<file path="src/rtl/blit_pkg.sv">
// Shared constants for the blitter bus-master sequencer.
// Holds the FSM state codes, the transfer width codes and the bus-request bit positions.
package blit_pkg;

    // Sequencer states (legacy-compatible encoded constants)
    localparam logic [2:0] ST_IDLE    = 3'd0;
    localparam logic [2:0] ST_REQ     = 3'd1;
    localparam logic [2:0] ST_OWN     = 3'd2;
    localparam logic [2:0] ST_CYCLE   = 3'd3;
    localparam logic [2:0] ST_RELEASE = 3'd4;

    // Transfer width codes (value = number of bytes)
    localparam logic [3:0] W8  = 4'd1;
    localparam logic [3:0] W16 = 4'd2;
    localparam logic [3:0] W32 = 4'd4;
    localparam logic [3:0] W64 = 4'd8;

    // Bit positions inside blit_breq
    localparam int BREQ_NORM = 0;
    localparam int BREQ_HI   = 1;

    // Burst counter width: enough bits to hold MAX_BURST, never less than one bit.
    function automatic int burstCntWidth(input int maxBurst);
        if (maxBurst <= 0) begin
            return 1;
        end
        return $clog2(maxBurst + 1);
    endfunction

endpackage

</file>
<file path="src/rtl/blit_bus_ctl.sv">
// Bus-master sequencer sitting between the blitter core and the TOM bus.
// Takes one memory cycle at a time, arbitrates for the bus, drives the cycle
// while owner, returns the completion (and read data), and gives the bus back
// at end of burst, after MAX_BURST cycles, or when the grant is withdrawn.
module blit_bus_ctl
    import blit_pkg::*;
#(
    parameter int MAX_BURST = 16
) (
    input  logic        sys_clk,
    input  logic        xreset_n,
    input  logic        req_valid,
    output logic        req_ready,
    input  logic        req_read,
    input  logic [23:0] req_addr,
    input  logic [3:0]  req_width,
    input  logic        req_justify,
    input  logic [63:0] req_wdata,
    input  logic        req_last,
    input  logic        req_hipri,
    output logic        rsp_valid,
    output logic [63:0] rsp_rdata,
    output logic [1:0]  blit_breq,
    input  logic        blit_back,
    input  logic        ack,
    input  logic [63:0] data,
    output logic        bus_oe,
    output logic        mreq_out,
    output logic        read_out,
    output logic        justify_out,
    output logic [3:0]  width_out,
    output logic [23:0] blit_addr_out,
    output logic [63:0] wdata_out,
    output logic        idle
);

    localparam int               CNT_W       = burstCntWidth(MAX_BURST);
    localparam logic [CNT_W-1:0] CNT_SAT     = '1;
    localparam logic [CNT_W-1:0] BURST_LIMIT = CNT_W'(MAX_BURST);

    logic [2:0]       state_q,     state_d;
    logic             pri_q,       pri_d;
    logic [CNT_W-1:0] cnt_q,       cnt_d;
    logic             last_q,      last_d;
    logic             ready_q,     ready_d;
    logic [1:0]       breq_q,      breq_d;
    logic             oe_q,        oe_d;
    logic             mreq_q,      mreq_d;
    logic             read_q,      read_d;
    logic             justify_q,   justify_d;
    logic [3:0]       width_q,     width_d;
    logic [23:0]      addr_q,      addr_d;
    logic [63:0]      wdata_q,     wdata_d;
    logic             rsp_valid_q, rsp_valid_d;
    logic [63:0]      rdata_q,     rdata_d;
    logic             idle_q,      idle_d;

    logic             accept;
    logic [CNT_W-1:0] cnt_inc;
    logic             burst_full;

    // Next-state and next-output logic; every output is derived from the state being entered.
    always_comb begin
        state_d     = state_q;
        pri_d       = pri_q;
        cnt_d       = cnt_q;
        last_d      = last_q;
        read_d      = read_q;
        justify_d   = justify_q;
        width_d     = width_q;
        addr_d      = addr_q;
        wdata_d     = wdata_q;
        rdata_d     = rdata_q;
        rsp_valid_d = 1'b0;

        accept     = (state_q == ST_OWN) && req_valid && ready_q;
        cnt_inc    = (cnt_q == CNT_SAT) ? cnt_q : cnt_q + 1'b1;
        burst_full = (MAX_BURST != 0) && (cnt_inc == BURST_LIMIT);

        case (state_q)
            ST_IDLE: begin
                if (req_valid) begin
                    state_d = ST_REQ;
                    pri_d   = req_hipri;
                end
            end
            ST_REQ: begin
                if (blit_back) begin
                    state_d = ST_OWN;
                    cnt_d   = '0;
                end
            end
            ST_OWN: begin
                if (accept) begin
                    state_d   = ST_CYCLE;
                    read_d    = req_read;
                    addr_d    = req_addr;
                    width_d   = req_width;
                    justify_d = req_justify;
                    wdata_d   = req_wdata;
                    last_d    = req_last;
                end else if (!blit_back) begin
                    state_d = ST_RELEASE;
                end
            end
            ST_CYCLE: begin
                if (ack) begin
                    if (read_q) begin
                        rdata_d = data;
                    end
                    rsp_valid_d = 1'b1;
                    cnt_d       = cnt_inc;
                    if (last_q || burst_full || !blit_back) begin
                        state_d = ST_RELEASE;
                    end else begin
                        state_d = ST_OWN;
                    end
                end
            end
            ST_RELEASE: begin
                state_d = ST_IDLE;
            end
            default: begin
                state_d = ST_IDLE;
            end
        endcase

        breq_d            = 2'b00;
        if ((state_d == ST_REQ) || (state_d == ST_OWN) || (state_d == ST_CYCLE)) begin
            breq_d[BREQ_HI]   = pri_d;
            breq_d[BREQ_NORM] = !pri_d;
        end
        oe_d    = (state_d == ST_OWN) || (state_d == ST_CYCLE);
        mreq_d  = (state_d == ST_CYCLE);
        ready_d = (state_d == ST_OWN) && blit_back;
        idle_d  = (state_d == ST_IDLE);
    end

    // State and registered outputs; reset is synchronous and overrides everything, including a live cycle.
    always_ff @(posedge sys_clk) begin
        if (!xreset_n) begin
            state_q     <= ST_IDLE;
            pri_q       <= 1'b0;
            cnt_q       <= '0;
            last_q      <= 1'b0;
            ready_q     <= 1'b0;
            breq_q      <= 2'b00;
            oe_q        <= 1'b0;
            mreq_q      <= 1'b0;
            read_q      <= 1'b0;
            justify_q   <= 1'b0;
            width_q     <= 4'd0;
            addr_q      <= 24'd0;
            wdata_q     <= 64'd0;
            rsp_valid_q <= 1'b0;
            rdata_q     <= 64'd0;
            idle_q      <= 1'b1;
        end else begin
            state_q     <= state_d;
            pri_q       <= pri_d;
            cnt_q       <= cnt_d;
            last_q      <= last_d;
            ready_q     <= ready_d;
            breq_q      <= breq_d;
            oe_q        <= oe_d;
            mreq_q      <= mreq_d;
            read_q      <= read_d;
            justify_q   <= justify_d;
            width_q     <= width_d;
            addr_q      <= addr_d;
            wdata_q     <= wdata_d;
            rsp_valid_q <= rsp_valid_d;
            rdata_q     <= rdata_d;
            idle_q      <= idle_d;
        end
    end

    assign req_ready     = ready_q;
    assign rsp_valid     = rsp_valid_q;
    assign rsp_rdata     = rdata_q;
    assign blit_breq     = breq_q;
    assign bus_oe        = oe_q;
    assign mreq_out      = mreq_q;
    assign read_out      = read_q;
    assign justify_out   = justify_q;
    assign width_out     = width_q;
    assign blit_addr_out = addr_q;
    assign wdata_out     = wdata_q;
    assign idle          = idle_q;

endmodule

</file>
<file path="config.mk">
export PLATFORM = sky130hd
export DESIGN_NAME = blit_bus_ctl
export DESIGN_NICKNAME = d
export VERILOG_FILES = /design/src/rtl/blit_pkg.sv /design/src/rtl/blit_bus_ctl.sv
export SDC_FILE = /design/constraint.sdc
export NUM_CORES = 1
export LEC_CHECK = 0
export CORE_AREA = 2 2 128 130
export CTS_CLUSTER_DIAMETER = 50
export CTS_CLUSTER_SIZE = 40
export DETAILED_ROUTE_END_ITERATION = 10
export DIE_AREA = 0 0 130 132
export DONT_BUFFER_PORTS = 1
export SLEW_MARGIN = 20
export SYNTH_ARGS = -nofsm -noshare
export SYNTH_HDL_FRONTEND = slang
export SYNTH_SLANG_ARGS = --single-unit
</file>
<file path="constraint.sdc">
create_clock -name sys_clk -period 2.3 [get_ports sys_clk]
set_input_delay 0.23 -clock sys_clk [delete_from_list [all_inputs] [get_ports sys_clk]]
set_output_delay 0.23 -clock sys_clk [all_outputs]
set_load 0.03 [all_outputs]
</file>
## Yosys cells after proc, flatten, opt, wreduce, memory -nomap -nowiden

Index checks and enable logic that the tools add are counted.

| operators by class | value |
|---|---|
| mux-type cells | 14 |
| multipliers | 0 |
| shift-type cells | 0 |
| equal/unequal tests | 10 |
| reduce and logical (&&, ||, !) cells | 18 |
| bitwise gates (word level) | 0 |
| $add $sub $neg | 1 |
| $lt $le $gt $ge | 0 |
| divide/modulo/power cells | 0 |

Operator list:

| cell | number |
|---|---|
| $mux 3 | 6 |
| $mux 5 | 3 |
| $eq 3x2->1 const B | 4 |
| $pmux 3 s4 | 1 |
| $eq 5x5->1 const B | 2 |
| $pmux 5 s2 | 1 |
| $eq 3x1->1 const B | 2 |
| $logic_not 3->1 | 2 |
| $reduce_and 2->1 | 3 |
| $reduce_and 3->1 | 2 |
| $add 5x1->5 const B | 1 |
| $logic_or 1x1->1 | 5 |
| $ne 2x2->1 const B | 2 |
| $logic_and 1x1->1 | 3 |
| $mux 1 | 3 |
| $logic_not 1->1 | 2 |
| $reduce_bool 2->1 | 1 |

| word-level totals | value |
|---|---|
| memory bits (writable) | 0 |
| memory bits (read-only) | 0 |
| bits of input ports | 165 |
| logic and storage cells | 59 |
| output and inout bits | 165 |
| flip-flop bits (word level) | 175 |
| memories kept | 0 |
| bits in latches | 0 |

## Depth between registers and ports, before layout

Gate-level depths: netlist of the first run.

| logic depth | value |
|---|---|
| depth in word-level cells | 12 |
| mapped depth | 8 |
| depth with buffers taken out | 7 |

## Least setup slack after synthesis of the first run

Ideal clock, no wire load.

| timing | value |
|---|---|
| kind | register to register |
| from | register cnt_q[0] |
| to | register idle_q, in the netlist idle |
| arrival time | 1.584 ns |
| setup slack | 0.643 ns |
| clock period less this slack | 1.657 ns |
| buffers on the path | 0 |
| stages on the path, launching flop included | 8 |
| cells stage by stage | dfxtp_1 > ha_1 > nand4_2 > mux2_2 > nor2_2 > nor3b_4 > inv_2 > nor3_2 |

| between the ends | value |
|---|---|
| word-level cells in the longest chain between the ends | 9 |
| elaborated cells between the ends (all ways) | 10 |
| those cells by class | add/sub (1); eq/ne (2); mux (4); reduce/logical (3) |

RTL lines:

| item | RTL line | text |
|---|---|---|
| start: declaration | blit_bus_ctl.sv:43 | `logic [CNT_W-1:0] cnt_q, cnt_d;` |
| start signal: assignment | blit_bus_ctl.sv:161 | `cnt_q <= cnt_d;` |
| $add 5x1->5 or $eq 5x5->1 (tied branches) | blit_bus_ctl.sv:77 | `cnt_inc = (cnt_q == CNT_SAT) ? cnt_q : cnt_q + 1'b1;` |
| $mux 5 (*) | blit_bus_ctl.sv:77 |  |
| $eq 5x5->1 (*) | blit_bus_ctl.sv:78 | `burst_full = (MAX_BURST != 0) && (cnt_inc == BURST_LIMIT);` |
| $logic_or 1x1->1 (*) (2 in a row) | blit_bus_ctl.sv:113 | `if (last_q \|\| burst_full \|\| !blit_back) begin` |
| $mux 3 (*) | blit_bus_ctl.sv:113 |  |
| $mux 3 (*) | blit_bus_ctl.sv:107 | `if (ack) begin` |
| $pmux 3 s4 (*) | blit_bus_ctl.sv:80 | `case (state_q)` |
| $logic_not 3->1 (*) | blit_bus_ctl.sv:136 | `idle_d = (state_d == ST_IDLE);` |
| end signal: assignment | blit_bus_ctl.sv:174 | `idle_q <= idle_d;` |
| end: declaration | blit_bus_ctl.sv:56 | `logic idle_q, idle_d;` |

Mark *: on every way between the ends. The rest lies on a longest branch, timed or not.
A chain may end at the register's enable or synchronous reset.

## Final worst setup path of the first run

| timing | value |
|---|---|
| from | register state_q[0] |
| to | register rdata_q[9], in the netlist rsp_rdata[9] |

| between the ends | value |
|---|---|
| word-level cells in the longest chain between the ends | 2 |

RTL lines:

| item | RTL line | text |
|---|---|---|
| start: declaration | blit_bus_ctl.sv:41 | `logic [2:0] state_q, state_d;` |
| start signal: assignment | blit_bus_ctl.sv:159 | `state_q <= state_d;` |
| $eq 3x2->1 | blit_bus_ctl.sv:80 |  |
| $reduce_and 3->1 (no line) | -- |  |
| end signal: assignment | blit_bus_ctl.sv:173 | `rdata_q <= rdata_d;` |
| end: declaration | blit_bus_ctl.sv:55 | `logic [63:0] rdata_q, rdata_d;` |

Every way passes these cells.

==> results of run 1 <==
placed cells by master (no fill, tap or decap), drive strengths merged, types with 2 or more instances in the layout:
| master | instances |
|---|---|
| and2 | 4 |
| clkinvlp | 3 |
| nand2 | 329 |
| inv | 7 |
| o21ai | 6 |
| clkbuf | 20 |
| a21oi | 7 |
| bufinv | 2 |
| nor3b | 2 |
| nand4 | 2 |
| nor2 | 7 |
| nor3 | 4 |
| a21boi | 161 |
| buf | 11 |
| nand3 | 5 |
| nand2b | 3 |
| a211oi | 2 |
| nor2b | 8 |
| dfxtp | 175 |
| clkinv | 2 |
| dlygate4sd3 | 170 |
| a21o | 3 |
cell type report:
type	count	share of cell area, %
Clock buffer	20	4.895
Clock inverter	11	1.365
Inverter	3	0.1181
Multi-Input combinational cell	556	34.46
Sequential cell	175	36.75
Tap cell	216	2.835
Timing Repair Buffer	181	19.58
registers in the layout (all words and copies together), names as in the netlist:
name           count
idle               1
bus_oe             1
mreq_out           1
rsp_rdata         64
rsp_valid          1
cnt_q              5
blit_addr_out     24
read_out           1
justify_out        1
width_out          4
pri_q              1
req_ready          1
blit_breq          2
state_q            3
wdata_out         64
last_q             1
metal layers:
layer  wire (um)  vias to the layer above  track usage, %
met5           0                        -               0
met4         577                        0           10.57
met3        1490                       44           6.737
met2        9980                      236           39.99
met1        7267                     2723           22.26
li1            -                     2857               -
worst paths after layout:
| path | from | endpoint | slack (ns) | cells past startpoint |
|---|---|---|---|---|
| hold / removal | req_hipri | pri_q | 0.03 | 2 |
| setup / recovery | state_q[0] | rsp_rdata[9] | 0.15 | 6 |
| setup reg to reg | state_q[0] | rsp_rdata[9] | 0.15 | 6 |
| hold reg to reg | last_q | last_q | 0.51 | 2 |
power breakdown:
| group | switching, mW | internal (mW) |
|---|---|---|
| Combinational | 0.121 | 0.261 |
| Sequential | 0.0343 | 3.04 |
| Clock | 1.20 | 1.70 |
| Total | 1.36 | 5.00 |
worst register-to-register path: cells and delay by family (launching register included):
kind                   cells  cell delay (ns)
flip-flops                 1             0.53
AND/OR/NAND/NOR            3             0.71
buffers and inverters      2             0.75
AO/OA/AOI/OAI              1             0.05
cells by family (layout without fill, tap and decap cells):
group                      count (synthesis)  in the layout  synth area share [%]
AOI/OAI and AO/OA                        182            182                 21.81
adders and majority gates                  1              1                0.1741
buffers and inverters                     59            215                 5.658
DFF                                      175            175                 48.75
muxes                                      2              2                0.2960
and+or+nand+nor                          371            371                 23.31
stage by stage:
stage | hold slack (ns) | area [um2] | setup WS (ns)
floorplan | 0.3567 | 7187 | 0.6432
global placement | 0.3582 | 7208 | 0.5105
detailed placement | 0.3608 | 7208 | 0.4285
CTS | 0.01138 | 9534 | 0.1557
global route | 0.03946 | 9534 | 0.01260
finish | 0.02941 | 9534 | 0.1515
timing repair:
item	CTS	global route
gates resized for setup	0	0
endpoints found under the hold margin	168	0
hold buffers	171	0
==> metrics.md, run 1 <==
| Metric | Value |
|---|---|
| Status | `completed` |
| Root Buffer | `clkbuf_16` |
| # rows | `46` |
| Critical Path Slowest Stage Cell | `dlygate4sd3_1` |
| Crit-path max FO | `64` |
| P&R area growth vs syn | `32.66%` |
| Die height | `132 um` |
| Fillers | `1,301` |
| Die Wd | `130 um` |
| Synth warn | `0` |
| Clock buffer count from CTS | `17` |
| DR WL/cell | `16.62 um` |
| 1st-pass router iterations | `4` |
| Synth top area share | `48.75%` |
| Register area | `0.003503 mm2` |
| VDD IR max | `465.5 uV` |
| Final cell count without fillers | `1,162` |
| PwrDens | `666.6 mW/mm2` |
| Largest net degree at the start of global routing | `159` |
| Async set-reset flop share out of synthesis | `0%` |
| RSZ-0062 raised after global routing | `no` |
| Worst Hold Class | `primary input to flip-flop` |
| Port bufs | `0` |
| H-tree levels | `4` |
| Clock sink count | `175` |
| Final #Nets | `1,100` |
| Startpoint types | `flip-flop` |
| Multi-input logic area | `0.003286 mm2` |
| Syn avg cell area | `9.097 um2` |
| Slew HR | `62.02%` |
| Placed Instances | `960` |
| # DRC | `0` |
| Period utilisation layout | `93.41%` |
| Post-synth EDFFs | `0` |
| Yosys reg bits | `175` |
| Vias in the first global route | `6,057` |
| DIE AREA | `0.01716 mm2` |
| Critical path data arrival time | `2.46 ns` |
| Initial antenna violation count | `0` |
| Post-DP HPWL | `12.19 mm` |
| ANT cells | `0` |
| Final Hold Vio Count | `0` |
| Setup tns final | `0 ns` |
| First-pass GRT wire length | `30.15 mm` |
| Post-synthesis sequential area ratio | `48.75%` |
| Worst-path cell chain | `and4b_1, nand2_2, buf_12, nand2_1, a21boi_2, dlygate4sd3_1` |
| Grt total ovfl | `0` |
| Clock transition at path regs | `0.07 ns` |
| Yosys top cell by area | `dfxtp_1` |
| Final setup violation count | `0` |
| Number of max-cap violations | `0` |
| TritonCTS clock tree | `yes` |
| Distinct cells, synth | `45` |
| Max incr delay on CP | `0.55 ns` |
| I/O pin count | `330` |
| Synth area leaders | `dfxtp_1 (49%), nand2_1 (14%), a21boi_2 (9.4%), a21boi_1 (5.4%), nand2_2 (5.3%)` |
| Main synth FF type | `dfxtp_1` |
| Crit. End Element | `flip-flop` |
| CORE AREA | `0.01571 mm2` |
| Leakage | `3.270 nW` |
| Antenna violation net count after detailed routing | `0` |
| Clock skew | `0.01043 ns` |
| DRT Wirelength | `19.32 mm` |
| Least-Margin Pin Slew | `0.5697 ns` |
| CP delay by family, top | `buffers and inverters` |
| Vias | `5,860` |
| Clock latency at the later pin of the worst-skew pair | `0.42 ns` |
| Fmax | `0.4654 GHz` |
| Mapped cell area | `0.007187 mm2` |
| Synthesized Nets | `956` |
| Tot Pwr | `6.355 mW` |
| Mapped Cells | `790` |
| Initial DRC count | `228` |
| Minimum clock period | `2.148 ns` |
| Slew Limit Fails | `0` |
| CP bufs+invs | `2` |
| Gr usage total | `21.89%` |
| Routability congestion estimate | `0.8115` |
| Clock tree buffer depth | `2` |
| Most frequent cells after synthesis | `nand2_1 (268), dfxtp_1 (175), nand2_2 (61), a21boi_2 (60), a21boi_1 (52)` |
| Initial core utilization | `45.74%` |
| Final core occ | `60.68%` |
| Share of post-route cells with drive strength above 1 | `18.60%` |
| Setup Buffers After CTS | `0` |
| Vias per cell | `5.043` |
| Critical path type | `flip-flop to flip-flop` |
| Required time of the critical path | `2.61 ns` |
| Top-count cell post-synth | `nand2_1` |
Note: power is estimated with default switching activity, not from simulation.
==> run 2, diff against run 1 <==
==> constraint.sdc (replaced) <==
create_clock -name sys_clk -period 2.7 [get_ports sys_clk]
set_input_delay 0.405 -clock sys_clk [delete_from_list [all_inputs] [get_ports sys_clk]]
set_output_delay 0.405 -clock sys_clk [all_outputs]
set_load 0.03 [all_outputs]
==> run 2 against run 1 <==
- sequential cell count unchanged
- via count shrank 13%
- largest power group unchanged
- cell count down 15%
- critical endpoint is now wdata_out[3]
- wire length fell by 13%
- fmax grew 7.8%
- first-iteration DRC count is 11% higher
- worst hold slack better by 0.085 ns
==> metrics.md, run 2 (same netlist as run 1, synthesis figures left out) <==
| Metric | Value |
|---|---|
| Leakage | `2.459 nW (-25%)` |
| Grt total ovfl | `0 (unchanged)` |
| Final core occ | `48.97% (-12 points)` |
| Hold Crit Start | `data[56]` |
| # rows | `46 (unchanged)` |
| Commonest non-fill, non-tap cell in the layout | `nand2_1` |
| CP bufs+invs | `1 (-1)` |
| VDD IR max | `424.7 uV (-8.8%)` |
| H-tree levels | `4 (unchanged)` |
| Gr usage total | `18.63% (-3.3 points)` |
| Crit. End Element | `flip-flop` |
| Critical R2R Launch | `state_q[0]` |
| # DRC | `0 (unchanged)` |
| DIE AREA | `0.01716 mm2 (unchanged)` |
| Least-Margin Pin Slew | `0.9332 ns (+0.3636 ns)` |
| Period utilisation layout | `73.80% (-20 points)` |
| Antenna violation net count after detailed routing | `0 (unchanged)` |
| Tot Pwr | `5.062 mW (-20%)` |
| CP delay by family, top | `buffers and inverters` |
| Critical path launch point | `state_q[0]` |
| I/O pin count | `330 (unchanged)` |
| Final #Nets | `924 (-16%)` |
| Die height | `132 um (unchanged)` |
| Slew Limit Fails | `0 (unchanged)` |
| Clock skew | `0.007403 ns (-0.003030 ns)` |
| Vias | `5,082 (-13%)` |
| Largest net degree at the start of global routing | `171 (+7.5%)` |
| Max incr delay on CP | `0.72 ns (+0.17 ns)` |
| RSZ-0062 raised after global routing | `no` |
| Slew HR | `37.78% (-24 points)` |
| Hold path cells | `2 (unchanged)` |
| Worst-path cell chain | `nor2b_1, nand3_4, buf_4, nand2_1, a21boi_1` |
| Crit-path max FO | `95 (+48%)` |
| # hold bufs at CTS | `0 (-100%)` |
| Post_cts resized | `0 (unchanged)` |
| Post-DP HPWL | `11.99 mm (-1.7%)` |
| Number of max-cap violations | `0 (unchanged)` |
| Clock tree buffer depth | `2 (unchanged)` |
| PwrDens | `657.9 mW/mm2 (-1.3%)` |
| CORE AREA | `0.01571 mm2 (unchanged)` |
| Fillers | `1,516 (+17%)` |
| Initial core utilization | `45.74% (unchanged)` |
| Worst Hold Class | `primary input to flip-flop` |
| Setup tns final | `0 ns (unchanged)` |
| Critical path type | `flip-flop to flip-flop` |
| Die Wd | `130 um (unchanged)` |
| Vias per cell | `5.154 (+2.2%)` |
| Initial DRC count | `253 (+11%)` |
| FF-to-FF End | `wdata_out[3]` |
| Register-to-Register Path Depth | `5 (-1)` |
| Setup Buffers After CTS | `0 (unchanged)` |
| DR WL/cell | `17.05 um (+2.6%)` |
| Status | `completed` |
| Vias in the first global route | `4,869 (-20%)` |
| Hold_ws | `0.1141 ns (+0.08469 ns)` |
| ANT cells | `0 (unchanged)` |
| Routability congestion estimate | `0.8245 (+1.6%)` |
| Root Buffer | `clkbuf_16` |
| Critical path data arrival time | `2.33 ns (-0.13 ns)` |
| Most frequent cells in the layout | `nand2_1 (268), dfxtp_1 (175), nand2_2 (61)` |
| Clock latency at the later pin of the worst-skew pair | `0.41 ns (about the same)` |
| Initial antenna violation count | `0 (unchanged)` |
| Minimum clock period | `1.993 ns (-0.1558 ns)` |
| TritonCTS clock tree | `yes` |
| Critical Path Slowest Stage Cell | `buf_4` |
| Required time of the critical path | `3.04 ns (+0.43 ns)` |
| Final Hold Vio Count | `0 (unchanged)` |
| Hold path endpoint | `rsp_rdata[56]` |
| Share of post-route cells with drive strength above 1 | `22.08% (+3.5 points)` |
| Startpoint types | `flip-flop` |
| Clock buffer count from CTS | `17 (unchanged)` |
| R2R Setup Slk | `0.71 ns (+0.56 ns)` |
| Final setup violation count | `0 (unchanged)` |
| 1st-pass router iterations | `4 (unchanged)` |
| Port bufs | `0 (unchanged)` |
| Clock transition at path regs | `0.07 ns (about the same)` |
| DRT Wirelength | `16.81 mm (-13%)` |
| Clock sink count | `175 (unchanged)` |
| Fmax | `0.5018 GHz (+7.8%)` |
| First-pass GRT wire length | `25.31 mm (-16%)` |
| P&R area growth vs syn | `7.068%` |
run 2: changes by cell type in the layout (fill, tap and decap cells not counted), sizes merged:
cell,previous run,this run
dlygate4sd3,170,0
buf,11,5
clkinvlp,3,5
bufinv,2,1
inv,7,6
run 2: report_power, final:
| group | switching, mW | internal, mW |
|---|---|---|
| logic | 0.0257 | 0.0604 |
| clock network | 1.01 | 1.35 |
| registers | 0.0282 | 2.59 |
| total | 1.06 | 4.00 |
run 2: worst max-delay path by stage:
stage	to	slack, ns	depth (start not counted)
6_report	wdata_out[3]	0.71	5
5_1_grt	wdata_out[52]	0.51	5
4_1_cts	wdata_out[49]	0.74	5
3_5_place_dp	wdata_out[49]	0.74	5
3_3_place_gp	idle	0.85	7
2_1_floorplan	idle	1.04	7
run 2: metrics by stage:
step,setup slack (ns),area (um2),std cells
floorplan,1.043,7187,790
global placement,0.8508,7121,955
detailed placement,0.7400,7121,955
CTS,0.7357,7695,986
global route,0.5098,7695,986
finish,0.7073,7695,986
run 2: layout make-up:
class	count	area (um2)	area share [%]
clock inverter	11	107.6	1.398
tap	216	270.3	3.512
timing repair buffer	5	50.05	0.6504
inverter	3	11.26	0.1463
multi-input combinational	556	3286	42.70
clock buffer	20	466.7	6.065
sequential	175	3503	45.53
run 2: routing by layer:
layer	wire length [um]	GRT usage, %
met5	0	0
met2	8438	32.90
met3	1552	7.305
met1	6533	20.00
met4	290	6.571
